[src/rtl/keypad_signed_alu.sv]
// Keypad calculator core: builds two signed decimal operands from key events
// and presents their sum or difference in sign-magnitude form.
module keypad_signed_alu #(
  parameter int unsigned DIGITS     = 2,
  parameter int unsigned W          = 7,
  parameter logic [7:0]  KEY_ON_OFF = 8'd18,
  parameter logic [7:0]  KEY_DEF_A  = 8'd15,
  parameter logic [7:0]  KEY_DEF_B  = 8'd19,
  parameter logic [7:0]  KEY_CLEAR  = 8'd16,
  parameter logic [7:0]  KEY_SIGN   = 8'd12,
  parameter logic [7:0]  KEY_SUM    = 8'd26,
  parameter logic [7:0]  KEY_MINUS  = 8'd30
) (
  input  logic         CLOCK_50,
  input  logic         reset,
  input  logic [7:0]   data,
  input  logic         validate,
  output logic [W-1:0] out_A,
  output logic [W-1:0] out_B,
  output logic         signalA,
  output logic         signalB,
  output logic [W:0]   value,
  output logic         signalR,
  output logic         result_valid,
  output logic         isOn,
  output logic         blank,
  output logic [1:0]   state
);

  localparam int unsigned CW = (DIGITS < 1) ? 1 : $clog2(DIGITS + 1);
  localparam int unsigned RW = W + 2;
  localparam int unsigned VW = W + 1;

  typedef enum logic [1:0] {
    ST_OFF    = 2'd0,
    ST_EDIT_A = 2'd1,
    ST_EDIT_B = 2'd2
  } state_t;

  logic          r_sync1;
  logic          r_sync2;
  logic          r_prev;
  logic [1:0]    r_fill;
  state_t        r_state;
  logic          r_on;
  logic          r_blank;
  logic [W-1:0]  r_a;
  logic [W-1:0]  r_b;
  logic          r_sa;
  logic          r_sb;
  logic [CW-1:0] r_cnt_a;
  logic [CW-1:0] r_cnt_b;
  logic          r_op;
  logic          r_pend;
  logic [VW-1:0] r_value;
  logic          r_sign_r;
  logic          r_valid;

  logic                 w_key;
  logic                 w_is_digit;
  logic                 w_sel_b;
  logic [CW-1:0]        w_cnt_sel;
  logic                 w_room;
  logic [W-1:0]         w_cur;
  logic [W-1:0]         w_acc;
  logic signed [RW-1:0] w_sa;
  logic signed [RW-1:0] w_sb;
  logic signed [RW-1:0] w_r;
  logic [VW-1:0]        w_abs;

  // Synchronizer and falling-edge detector; r_fill keeps the reset value of
  // the sync flops from being mistaken for a real high level of validate.
  always_ff @(posedge CLOCK_50) begin
    if (reset) begin
      r_sync1 <= 1'b1;
      r_sync2 <= 1'b1;
      r_prev  <= 1'b0;
      r_fill  <= 2'b00;
    end else begin
      r_sync1 <= validate;
      r_sync2 <= r_sync1;
      r_fill  <= {r_fill[0], 1'b1};
      r_prev  <= r_fill[1] & r_sync2;
    end
  end

  assign w_key      = r_prev & ~r_sync2;
  assign w_is_digit = (data < 8'd10);
  assign w_sel_b    = (r_state == ST_EDIT_B);
  assign w_cnt_sel  = w_sel_b ? r_cnt_b : r_cnt_a;
  assign w_room     = (w_cnt_sel < CW'(DIGITS));
  assign w_cur      = w_sel_b ? r_b : r_a;
  assign w_acc      = w_cur * W'(10) + W'(data[3:0]);

  // Control FSM and operand registers
  always_ff @(posedge CLOCK_50) begin
    if (reset) begin
      r_state <= ST_OFF;
      r_on    <= 1'b0;
      r_blank <= 1'b1;
      r_a     <= '0;
      r_b     <= '0;
      r_sa    <= 1'b0;
      r_sb    <= 1'b0;
      r_cnt_a <= '0;
      r_cnt_b <= '0;
      r_op    <= 1'b0;
      r_pend  <= 1'b0;
    end else begin
      r_pend <= 1'b0;
      if (w_key) begin
        if (r_state == ST_OFF) begin
          if (data == KEY_ON_OFF) begin
            r_on    <= 1'b1;
            r_blank <= 1'b0;
            r_a     <= '0;
            r_b     <= '0;
            r_sa    <= 1'b0;
            r_sb    <= 1'b0;
            r_cnt_a <= '0;
            r_cnt_b <= '0;
            r_op    <= 1'b0;
            r_state <= ST_EDIT_A;
            r_pend  <= 1'b1;
          end
        end else if (data == KEY_ON_OFF) begin
          r_on    <= 1'b0;
          r_blank <= 1'b1;
          r_a     <= '0;
          r_b     <= '0;
          r_sa    <= 1'b0;
          r_sb    <= 1'b0;
          r_cnt_a <= '0;
          r_cnt_b <= '0;
          r_op    <= 1'b0;
          r_state <= ST_OFF;
          r_pend  <= 1'b1;
        end else if (data == KEY_DEF_A) begin
          r_a     <= '0;
          r_sa    <= 1'b0;
          r_cnt_a <= '0;
          r_state <= ST_EDIT_A;
          r_pend  <= 1'b1;
        end else if (data == KEY_DEF_B) begin
          r_b     <= '0;
          r_sb    <= 1'b0;
          r_cnt_b <= '0;
          r_state <= ST_EDIT_B;
          r_pend  <= 1'b1;
        end else if (w_is_digit) begin
          // Digits past the limit are dropped silently (no result strobe)
          if (w_room) begin
            if (w_sel_b) begin
              r_b     <= w_acc;
              r_cnt_b <= r_cnt_b + CW'(1);
            end else begin
              r_a     <= w_acc;
              r_cnt_a <= r_cnt_a + CW'(1);
            end
            r_pend <= 1'b1;
          end
        end else if (data == KEY_SIGN) begin
          if (w_sel_b) r_sb <= ~r_sb;
          else         r_sa <= ~r_sa;
          r_pend <= 1'b1;
        end else if (data == KEY_SUM) begin
          r_op   <= 1'b0;
          r_pend <= 1'b1;
        end else if (data == KEY_MINUS) begin
          r_op   <= 1'b1;
          r_pend <= 1'b1;
        end else if (data == KEY_CLEAR) begin
          r_a     <= '0;
          r_b     <= '0;
          r_sa    <= 1'b0;
          r_sb    <= 1'b0;
          r_cnt_a <= '0;
          r_cnt_b <= '0;
          r_op    <= 1'b0;
          r_state <= ST_EDIT_A;
          r_pend  <= 1'b1;
        end
      end
    end
  end

  // Signed arithmetic; a zero result has its sign bit clear, so no negative zero
  assign w_sa  = r_sa ? -$signed(RW'(r_a)) : $signed(RW'(r_a));
  assign w_sb  = r_sb ? -$signed(RW'(r_b)) : $signed(RW'(r_b));
  assign w_r   = r_op ? (w_sa - w_sb) : (w_sa + w_sb);
  assign w_abs = w_r[RW-1] ? VW'(-w_r) : VW'(w_r);

  // Result stage, one cycle behind the operand registers
  always_ff @(posedge CLOCK_50) begin
    if (reset) begin
      r_value  <= '0;
      r_sign_r <= 1'b0;
      r_valid  <= 1'b0;
    end else begin
      r_valid <= r_pend;
      if (r_pend) begin
        r_value  <= w_abs;
        r_sign_r <= w_r[RW-1];
      end
    end
  end

  assign out_A        = r_a;
  assign out_B        = r_b;
  assign signalA      = r_sa;
  assign signalB      = r_sb;
  assign value        = r_value;
  assign signalR      = r_sign_r;
  assign result_valid = r_valid;
  assign isOn         = r_on;
  assign blank        = r_blank;
  assign state        = r_state;

endmodule

[config.mk]
export PLATFORM = sky130hd
export DESIGN_NAME = keypad_signed_alu
export DESIGN_NICKNAME = d
export VERILOG_FILES = /design/src/rtl/keypad_signed_alu.sv
export SDC_FILE = /design/constraint.sdc
export NUM_CORES = 1
export LEC_CHECK = 0
export ABC_CLOCK_PERIOD_IN_PS = 4800
export CAP_MARGIN = 20
export CORE_ASPECT_RATIO = 2
export CORE_MARGIN = 5
export CORE_UTILIZATION = 56
export CTS_CLUSTER_DIAMETER = 100
export CTS_CLUSTER_SIZE = 8
export DETAILED_ROUTE_END_ITERATION = 10
export PLACE_DENSITY_LB_ADDON = 0.08
export SETUP_SLACK_MARGIN = 0.15
export SLEW_MARGIN = 30
export SYNTH_ARGS = -nofsm -noshare
export SYNTH_HDL_FRONTEND = slang
export SYNTH_SLANG_ARGS = --single-unit
[constraint.sdc]
create_clock -name CLOCK_50 -period 4.8 [get_ports CLOCK_50]
set_input_delay 1.44 -clock CLOCK_50 [delete_from_list [all_inputs] [get_ports CLOCK_50]]
set_output_delay 1.44 -clock CLOCK_50 [all_outputs]
set_load 0.01 [all_outputs]
==> results of run 1 <==
## kinds of logic after synthesis
logic type	after synthesis	share of synthesized area, %
and+or+nand+nor	152	23.6
xor gates and xnor gates	27	8.78
adders and majority gates	22	9.50
buffers and inverters	40	5.87
DFF	41	26.2
AOI/OAI and AO/OA	95	21.6
muxes	14	4.47
## metal layers
layer / GRT usage [%] / wire [µm]
met5: 0 / 0
met4: 9.63 / 197
met3: 2.52 / 285
met2: 41.3 / 4230
met1: 23.3 / 3000
## per-stage QoR
step	std cells	total power, mW	worst slack (ns)	hold slack (ns)
3_5_place_dp	473	0.383	0.761	0.402
6_report	481	0.607	0.772	0.418
4_1_cts	481	0.608	0.771	0.421
3_3_place_gp	473	0.382	0.889	0.393
5_1_grt	481	0.624	0.497	0.443
2_1_floorplan	391	0.368	0.997	0.389
## path summary, 6_finish.rpt
path	startpoint	to	slack, ns	depth (start not counted)
setup reg to reg	out_B[0]	value[4]	0.77	16
setup / recovery	out_B[0]	value[4]	0.77	16
hold reg to reg	r_sync1	r_sync2	0.42	1
hold / removal	r_sync1	r_sync2	0.42	1
## registers in the layout, summed over array words and instances, names as in the netlist, 2 cells and up
name     flops
r_cnt_b      2
state        2
out_B        7
r_cnt_a      2
r_fill       2
value        8
out_A        7
## cells in the final DEF, fill, tap and decap left out, types with 8 or more instances in the layout
master / synthesis / final
clkdlybuf4s50_1: 0 / 40
o21ai_0: 12 / 12
inv_1: 15 / 15
mux2i_1: 14 / 14
a21oi_1: 21 / 21
xor2_1: 12 / 12
or3_1: 8 / 8
nand2b_1: 8 / 8
nor3_1: 12 / 12
xnor2_1: 12 / 12
ha_1: 19 / 19
nor2b_1: 10 / 10
nand2_1: 30 / 30
dfxtp_1: 41 / 41
nor2_1: 54 / 54
nand3_1: 9 / 9
## final cells by class
cell class,count,area share (%)
sequential,41,22.7
clock buffer,5,1.90
tap,60,2.07
timing repair buffer,45,12.1
multi-input combinational,310,58.9
clock inverter,3,0.588
inverter,17,1.76
## critical path, cell delays in order (launching register included)
cell and delay [ns]:
dfxtp_1 0.46, inv_1 0.12, ha_1 0.31, mux2i_1 0.23
ha_1 0.21, inv_1 0.05, nor2_1 0.19, a21oi_1 0.11
xor2_1 0.16, ha_1 0.36, o21a_1 0.13, o31a_1 0.13
o21ai_0 0.21, o2bb2ai_2 0.14, xor3_2 0.52, or3_1 0.38
a311oi_1 0.24
## power by group through the flow
stage / Clock [mW] / Combinational (mW) / Sequential, mW
final: 0.232 / 0.0325 / 0.342
after global routing: 0.247 / 0.0353 / 0.343
after CTS: 0.233 / 0.0325 / 0.342
after detailed placement: 0 / 0.0324 / 0.350
after global placement: 0 / 0.0320 / 0.350
after floorplan: 0 / 0.0175 / 0.350
==> metrics.md, run 1 <==
| Metric | Value |
|---|---|
| Worst VDD drop | 0.196 mV |
| Congestion Overflow GR | 0 |
| Period minus WS final | 4.03 ns |
| Avg Vias per Cell | 5.94 |
| Share of layout cells above drive strength 1 | 6.18% |
| Area leader, netlist | dfxtp_1 |
| Crit Path Class | flop to flop |
| Final Hold Vio Count | 0 |
| Cell Rows | 38 |
| Initial Util | 57.8% |
| Post-synthesis sequential area ratio | about a quarter |
| Arrival time worst endpoint | 4.24 ns |
| Cts hold-fix bufs | 0 |
| Post-route antenna net violation count | 0 |
| Die area | 7290 µm² |
| Die X | 62.9 µm |
| Clk_lat worst skew | 0.30 ns |
| Ys flop type | dfxtp_1 |
| Worst Skew | ~0.014 ns |
| Syn Area/Cell | 8.02 µm² |
| First-pass GRT wire length | 12.8 mm |
| Largest net degree at the start of global routing | 23 |
| Diode count | 0 |
| Final setup violation count | 0 |
| Post-synth EDFFs | 0 |
| Switch Pwr | 148 µW |
| Syn nets | 424 |
| Multi-input gate area | 2130 µm² |
| Hold Crit Class | flop to flop |
| Cell Area, Placed | 3530 µm² |
| Port Buf Inserts | 40 |
| Critical Path RT | ~5.0 ns |
| Post-Syn Instances | 391 |
| Top-area cell type share of the netlist area | 26.2% |
| Final count of pins violating max slew | 0 |
| Core area | 5420 µm² |
| Fillcell total | 466 |
| Clock transition at the registers of the reported paths | approximately 0.090 ns |
| Status | finished clean |
| Clock power frac | between 30% and 40% |
| Most common cell in the netlist | nor2_1 |
| Final #Nets | 453 |
| Netlist Area Pre-Place | 3140 µm² |
| RSZ-0062 raised after global routing | no |
| PostCTS Resize Cnt | 0 |
| Asr flop ratio synth | 0% |
| Register area | 821 µm² |
| Synth top cells by count | nor2_1, dfxtp_1, nand2_1 |
| Drt initial violations | 132 |
| Gpl congestion | a little under 0.9 |
| Comb power frac | 5.4% |
| WL/cell | 16.0 µm |
| Sw Share | 24.4% |
| Via count | between 2k and 3k |
| Final period util | 83.9% |
| Root Driver | clkbuf_8 |
| Fmax | 248 MHz |
| Drt pass-1 iters | 5 |
| Synth unique cells | just under 70 |
| Fin area | 3620 µm² |
| Max-slew headroom | 55.9% |
| Num Clock Sinks | between 40 and 50 |
| Fin util | about two thirds |
| Layout area overhead | 15.4% |
| Tot GR Track Use | a little over a fifth |
| Synth Register Bits | 41 |
| Leakage power | 1.39 nW |
| CTS Buf Count | 5 |
| Clock Tree Buf Depth | 2 |
| Worst-margin pin slew | 0.660 ns |
| Sequential power share | a little under three fifths |
| Die Y-Extent | 116 µm |
| Initial antenna violation count | 0 |
| Top post-synthesis cells by area | dfxtp_1, ha_1, nor2_1 |
| Htree depth | 2 |
| Power per cell area | 168 nW/µm² |
| Crit end category | flop |
| Post-DP HPWL | 6.12 mm |
| # Max-Cap Violations | 0 |
| Internal power | 459 µW |
| WL final | 7.72 mm |
| CTS tree | built |
| Ys Warns | 0 |
| Fin Setup TNS | 0 ns |
| DRC violations left | 0 |
| Post-CTS Setup Inserts | 0 |
| Setup crit start kind | flop |
| I/O pin cnt | ~40 |
| Vias in the first global route | 2,749 |
| Worst-path maximum fanout | 8 |
No activity file was read; power rests on OpenSTA's default activity.
==> inputs of run 2 (changes only) <==
Settings changed: ABC_CLOCK_PERIOD_IN_PS 4800 to 3900.
Clock period 4.8 ns to 3.9 ns, I/O delays scaled along.
==> run 2 against run 1 <==
Design area rose by 4.7%; combinational power rose by 30%; via count grew 3.7%; largest power group unchanged.
==> metrics.md, run 2 (same netlist as run 1, synthesis figures left out) <==
| Metric | Value |
|---|---|
| CP startpoint | out_B[0] |
| First-pass GRT wire length | 13.7 mm (+6.8%) |
| Largest net degree at the start of global routing | 25 (+8.7%) |
| CTS tree | built |
| WL/cell | 16.4 µm (+2.2%) |
| RSZ-0062 raised after global routing | no |
| Hold Crit Class | flop to flop |
| Commonest non-fill, non-tap cell in the layout | nor2_1 |
| # Max-Cap Violations | 0 (unchanged) |
| Htree depth | 2 (unchanged) |
| Clk_lat worst skew | 0.31 ns (about the same) |
| Tot GR Track Use | 23.2% (+1.5 points) |
| Avg Vias per Cell | 5.98 (+0.81%) |
| DRC violations left | 0 (unchanged) |
| Final #Nets | 467 (+3.1%) |
| Worst VDD drop | 0.267 mV (+37%) |
| Status | finished clean |
| Cell Rows | 38 (unchanged) |
| Fin Hold WS | 0.414 ns (-0.00439 ns) |
| Initial Util | 57.8% (unchanged) |
| R2r startpoint | out_B[0] |
| Placed insts | 484 (+2.3%) |
| Period minus WS final | 3.54 ns (-0.490 ns) |
| Core area | 5420 µm² (unchanged) |
| Cts hold-fix bufs | 0 (unchanged) |
| Via count | 2,962 (+3.7%) |
| Non-Filler Instances | 495 (+2.9%) |
| Power per cell area | 201 nW/µm² (+20%) |
| Worst-path maximum fanout | 8 (unchanged) |
| Final period util | 90.7% (+6.8 points) |
| Share of layout cells above drive strength 1 | 11.7% (+5.5 points) |
| Final Hold Vio Count | 0 (unchanged) |
| WL final | 8.12 mm (+5.2%) |
| Die area | 7290 µm² (unchanged) |
| Max-slew headroom | 60.5% (+4.6 points) |
| Arrival time worst endpoint | 3.75 ns (-0.49 ns) |
| Fin area | 3790 µm² (+4.7%) |
| Crit end category | flop |
| Fin Setup TNS | 0 ns (unchanged) |
| Diode count | 0 (unchanged) |
| Congestion Overflow GR | 0 (unchanged) |
| Cell Area, Placed | 3610 µm² (+2.4%) |
| Final count of pins violating max slew | 0 (unchanged) |
| Port Buf Inserts | 40 (unchanged) |
| Layout area overhead | 20.8% |
| Worst-margin pin slew | 0.592 ns (-0.0678 ns) |
| Drt initial violations | 170 (+29%) |
| Clock transition at the registers of the reported paths | 0.09 ns (about the same) |
| Die Y-Extent | 116 µm (unchanged) |
| Root Driver | clkbuf_8 |
| Drt pass-1 iters | 4 (-1) |
| Number of flip-flops in the largest register | 8 (unchanged) |
| Crit Path Class | flop to flop |
| Commonest cells after routing, fill and taps aside | nor2_1, dfxtp_1, clkdlybuf4s50_1 |
| Final Power | 762 µW (+26%) |
| CTS Buf Count | 5 (unchanged) |
| Leakage power | 1.48 nW (+6.5%) |
| Final setup violation count | 0 (unchanged) |
| Vias in the first global route | 2,983 (+8.5%) |
| Post-route antenna net violation count | 0 (unchanged) |
| Fmax | 283 MHz (+14%) |
| Post-DP HPWL | 6.30 mm (+3.0%) |
| Critical Path RT | 4.11 ns (-0.91 ns) |
| Setup crit start kind | flop |
| I/O pin cnt | 41 (unchanged) |
| Num Clock Sinks | 41 (unchanged) |
| Die X | 62.9 µm (unchanged) |
| Gpl congestion | 0.931 (+4.8%) |
| Initial antenna violation count | 0 (unchanged) |
| Clock Tree Buf Depth | 2 (unchanged) |
| Worst Skew | 0.00453 ns (-0.00919 ns) |
| Min-delay src | r_sync1 |
## run 2: cell count changes in the layout (fill, tap and decap cells not counted), sizes merged
cell	previous run	this run
buf	5	19
## run 2: worst max-delay path, cell delays in order (launching register included)
cell and delay [ns]:
dfxtp_4 0.39, inv_1 0.07, ha_2 0.21, nand2b_4 0.15, xnor2_2 0.20, nor2_1 0.09, and3_1 0.18, nor2_1 0.12
xor2_1 0.16, ha_2 0.34, a2111o_1 0.30, a31oi_1 0.15, a2111oi_0 0.09, buf_4 0.17, or3_1 0.39, a211o_1 0.30
o2111a_1 0.12
## run 2: repair_timing
action                     in CTS  in global routing
gates cloned                    0                  0
buffers inserted                0                  3
pin swaps                       2                  2
setup endpoints to repair       3                  5
resized for setup               2                 11
## run 2: cell type report
type | count | area (µm²)
well taps | 60 | 75.1
flip-flops and latches | 41 | 825
multi-input cells | 310 | 2190
clock buffers | 5 | 68.8
clock inverters | 3 | 21.3
fillers | 484 | 1630
inverters | 17 | 63.8
repair buffers | 59 | 543
## run 2: path summary, 6_finish.rpt
check              to  slack [ns]  cells after the start
min           r_sync2        0.41                      1
min reg2reg   r_sync2        0.41                      1
max          value[6]        0.36                     16
max reg2reg  value[6]        0.36                     16
## run 2: power breakdown
part / total, mW / switching [mW] / internal (mW)
clock: 0.299 / 0.172 / 0.127
sequential: 0.420 / 0.000523 / 0.420
combinational: 0.0423 / 0.0233 / 0.0190
## run 2: metal layers
layer  vias to the layer above  GRT usage, %  wire length (µm)
met1                      1371          24.9              3030
met2                        95          42.2              4390
li1                       1472             -                 -
met5                         -             0                 0
met3                        24          3.30               392
met4                         0          13.6               309
## run 2: per-stage QoR
step           setup WS [ns]  util (%)
5_1_grt                0.126      69.9
3_3_place_gp           0.197      66.6
2_1_floorplan          0.170         -
6_report               0.362      69.9
4_1_cts                0.201      68.5
3_5_place_dp          0.0788      66.6
==> inputs of run 3 (changes only) <==
Settings changed: ABC_CLOCK_PERIOD_IN_PS 3900 to 4500, CORE_UTILIZATION 56 to 60.
Clock period 3.9 ns to 4.5 ns, I/O delays scaled along.
==> run 3 against run 2 <==
Sequential cell count stayed put; routed wire length is 2.4% lower; critical path type unchanged; first-iteration DRC count is 45% lower; combinational power is 11% lower; worst setup slack better by 0.14 ns; highest routed layer unchanged; critical endpoint is now value[5].
==> metrics.md, run 3 (same netlist as run 1, synthesis figures left out) <==
| Metric | Value |
|---|---|
| Met3 Wirelength | 307 µm (-22%) |
| Fin Setup TNS | 0 ns (unchanged) |
| Max incr delay on CP | 0.52 ns (+0.13 ns) |
| Critical Path RT | 4.72 ns (+0.61 ns) |
| Share of layout cells above drive strength 1 | 7.29% (-4.4 points) |
| Tot GR Track Use | 24.8% (+1.7 points) |
| Final #Nets | 457 (-2.1%) |
| Final count of pins violating max slew | 0 (unchanged) |
| Fmax | 250 MHz (-11%) |
| WL final | 7.93 mm (-2.4%) |
| Arrival time worst endpoint | 4.21 ns (+0.46 ns) |
| Clock transition at the registers of the reported paths | 0.09 ns (about the same) |
| Cts hold-fix bufs | 0 (unchanged) |
| Clk_lat worst skew | 0.30 ns (about the same) |
| Clock Tree Buf Depth | 2 (unchanged) |
| CP max stage cell | xor3_2 |
| WP buf/inv | 2 (unchanged) |
| CTS Buf Count | 5 (unchanged) |
| Worst VDD drop | 0.303 mV (+14%) |
| Most frequent cell on the critical path | ha_1 |
| Final setup violation count | 0 (unchanged) |
| Min-delay src | r_sync1 |
| Worst-path maximum fanout | 8 (unchanged) |
| Commonest non-fill, non-tap cell in the layout | nor2_1 |
| Layout area overhead | 16.4% |
| Pre-CTS WS | 0.419 ns (+0.340 ns) |
| Power per cell area | 179 nW/µm² (-11%) |
| Congestion Overflow GR | 0 (unchanged) |
| Largest net degree at the start of global routing | 22 (-12%) |
| Gpl congestion | 0.920 (-1.2%) |
| Worst-margin pin slew | 0.677 ns (+0.0845 ns) |
| Metal1 wirelength | 3.03 mm (-0.20%) |
| Drt initial violations | 93 (-45%) |
| Max-slew headroom | 54.8% (-5.7 points) |
| Core area | 5090 µm² (-6.0%) |
| Fillcell total | 447 (-7.6%) |
| R2r startpoint | out_B[0] |
| DRC violations left | 0 (unchanged) |
| Worst Skew | 0.00730 ns (+0.00277 ns) |
| Root Driver | clkbuf_8 |
| Final period util | 88.7% (-2.0 points) |
| Die Y-Extent | 112 µm (-3.1%) |
| Leakage power | 1.42 nW (-4.5%) |
| # Max-Cap Violations | 0 (unchanged) |
| Post-DP HPWL | 6.15 mm (-2.4%) |
| Hold Crit Class | flop to flop |
| Via count | 2,928 (-1.1%) |
| Vias in the first global route | 2,893 (-3.0%) |
| Met2 WL post-DR | 4.32 mm (-1.5%) |
| Final setup margin | 0.507 ns (+0.145 ns) |
| Initial Util | 61.6% (+3.7 points) |
| Avg Vias per Cell | 6.06 (+1.3%) |
| WL/cell | 16.4 µm (about the same) |
| Port Buf Inserts | 40 (unchanged) |
| Post-route antenna net violation count | 0 (unchanged) |
| Cell Rows | 37 (-2.6%) |
| Period minus WS final | 3.99 ns (+0.455 ns) |
| Crit Path Class | flop to flop |
| Htree depth | 2 (unchanged) |
| RSZ-0062 raised after global routing | no |
| Drt pass-1 iters | 4 (unchanged) |
| Setup crit start kind | flop |
| I/O pin cnt | 41 (unchanged) |
| Diode count | 0 (unchanged) |
| First-pass GRT wire length | 13.2 mm (-3.8%) |
| Die area | 6860 µm² (-5.9%) |
| Worst-path cell chain | inv_1 > ha_1 > mux2i_1 > ha_1 > inv_1 > nor2_1 > a21oi_1 > xor2_1 > ha_1 > o21a_1 > o31a_1 > o21ai_0 > o2bb2ai_2 > xor3_2 > or3_1 > a311oi_1 |
| Num Clock Sinks | 41 (unchanged) |
| Commonest cells after routing, fill and taps aside | nor2_1, dfxtp_1, clkdlybuf4s50_1 |
| Top layer in use | met4 |
| Post-CTS Setup Inserts | 0 (unchanged) |
| CP top delay family | compound AO/OA/AOI/OAI gates |
| Status | finished clean |
| Crit end category | flop |
| Number of flip-flops in the largest register | 8 (unchanged) |
| CTS tree | built |
| Die X | 61.1 µm (-2.9%) |
| Initial antenna violation count | 0 (unchanged) |
| CP startpoint | out_B[0] |
| Final Hold Vio Count | 0 (unchanged) |
[run 3: cell types whose count changed in the layout (fill, tap and decap cells not counted), sizes merged]
| cell | change |
|---|---|
| buf | -10 |
| inv | -1 |
| clkinv | +2 |
| clkinvlp | -1 |
[run 3: metrics by stage]
step	hold slack [ns]	utilization [%]	power, mW	area, µm²	instances
after floorplan	0.389	-	0.392	3140	391
after global placement	0.394	69.8	0.411	3560	475
after detailed placement	0.399	69.8	0.411	3560	475
after CTS	0.414	71.6	0.661	3650	483
after global routing	0.428	71.6	0.681	3650	483
final	0.413	71.6	0.654	3650	483
[run 3: power breakdown]
part | switching, mW | internal (mW) | leakage, nW
clock | 0.141 | 0.110 | 0.0481
combinational | 0.0207 | 0.0171 | 1.04
sequential | 0.000445 | 0.365 | 0.332
total | 0.162 | 0.492 | 1.42
[run 3: worst paths after layout]
path / endpoint / slack, ns / cells after the start
setup / recovery: value[5] / 0.51 / 16
hold / removal: r_sync2 / 0.41 / 1
setup reg to reg: value[5] / 0.51 / 16
hold reg to reg: r_sync2 / 0.41 / 1
[run 3: routing by layer]
metal | vias to the layer above | global-route usage [%]
met3 | 21 | 4.03
met5 | - | 0
met2 | 83 | 45.4
met1 | 1372 | 25.4
li1 | 1452 | -
met4 | 0 | 12.2
[run 3: area by class of cell]
cell class | count | area (µm²) | share of cell area, %
timing repair buffer | 49 | 468 | 12.8
tap | 58 | 72.6 | 1.99
inverter | 17 | 63.8 | 1.75
multi-input combinational | 310 | 2130 | 58.4
clock inverter | 3 | 22.5 | 0.617
clock buffer | 5 | 68.8 | 1.89
sequential | 41 | 822 | 22.5
[run 3: what timing repair did]
item,4_1_cts,5_1_grt
setup endpoints to repair,0,3
endpoints found under the hold margin,0,0
gates resized for setup,0,1
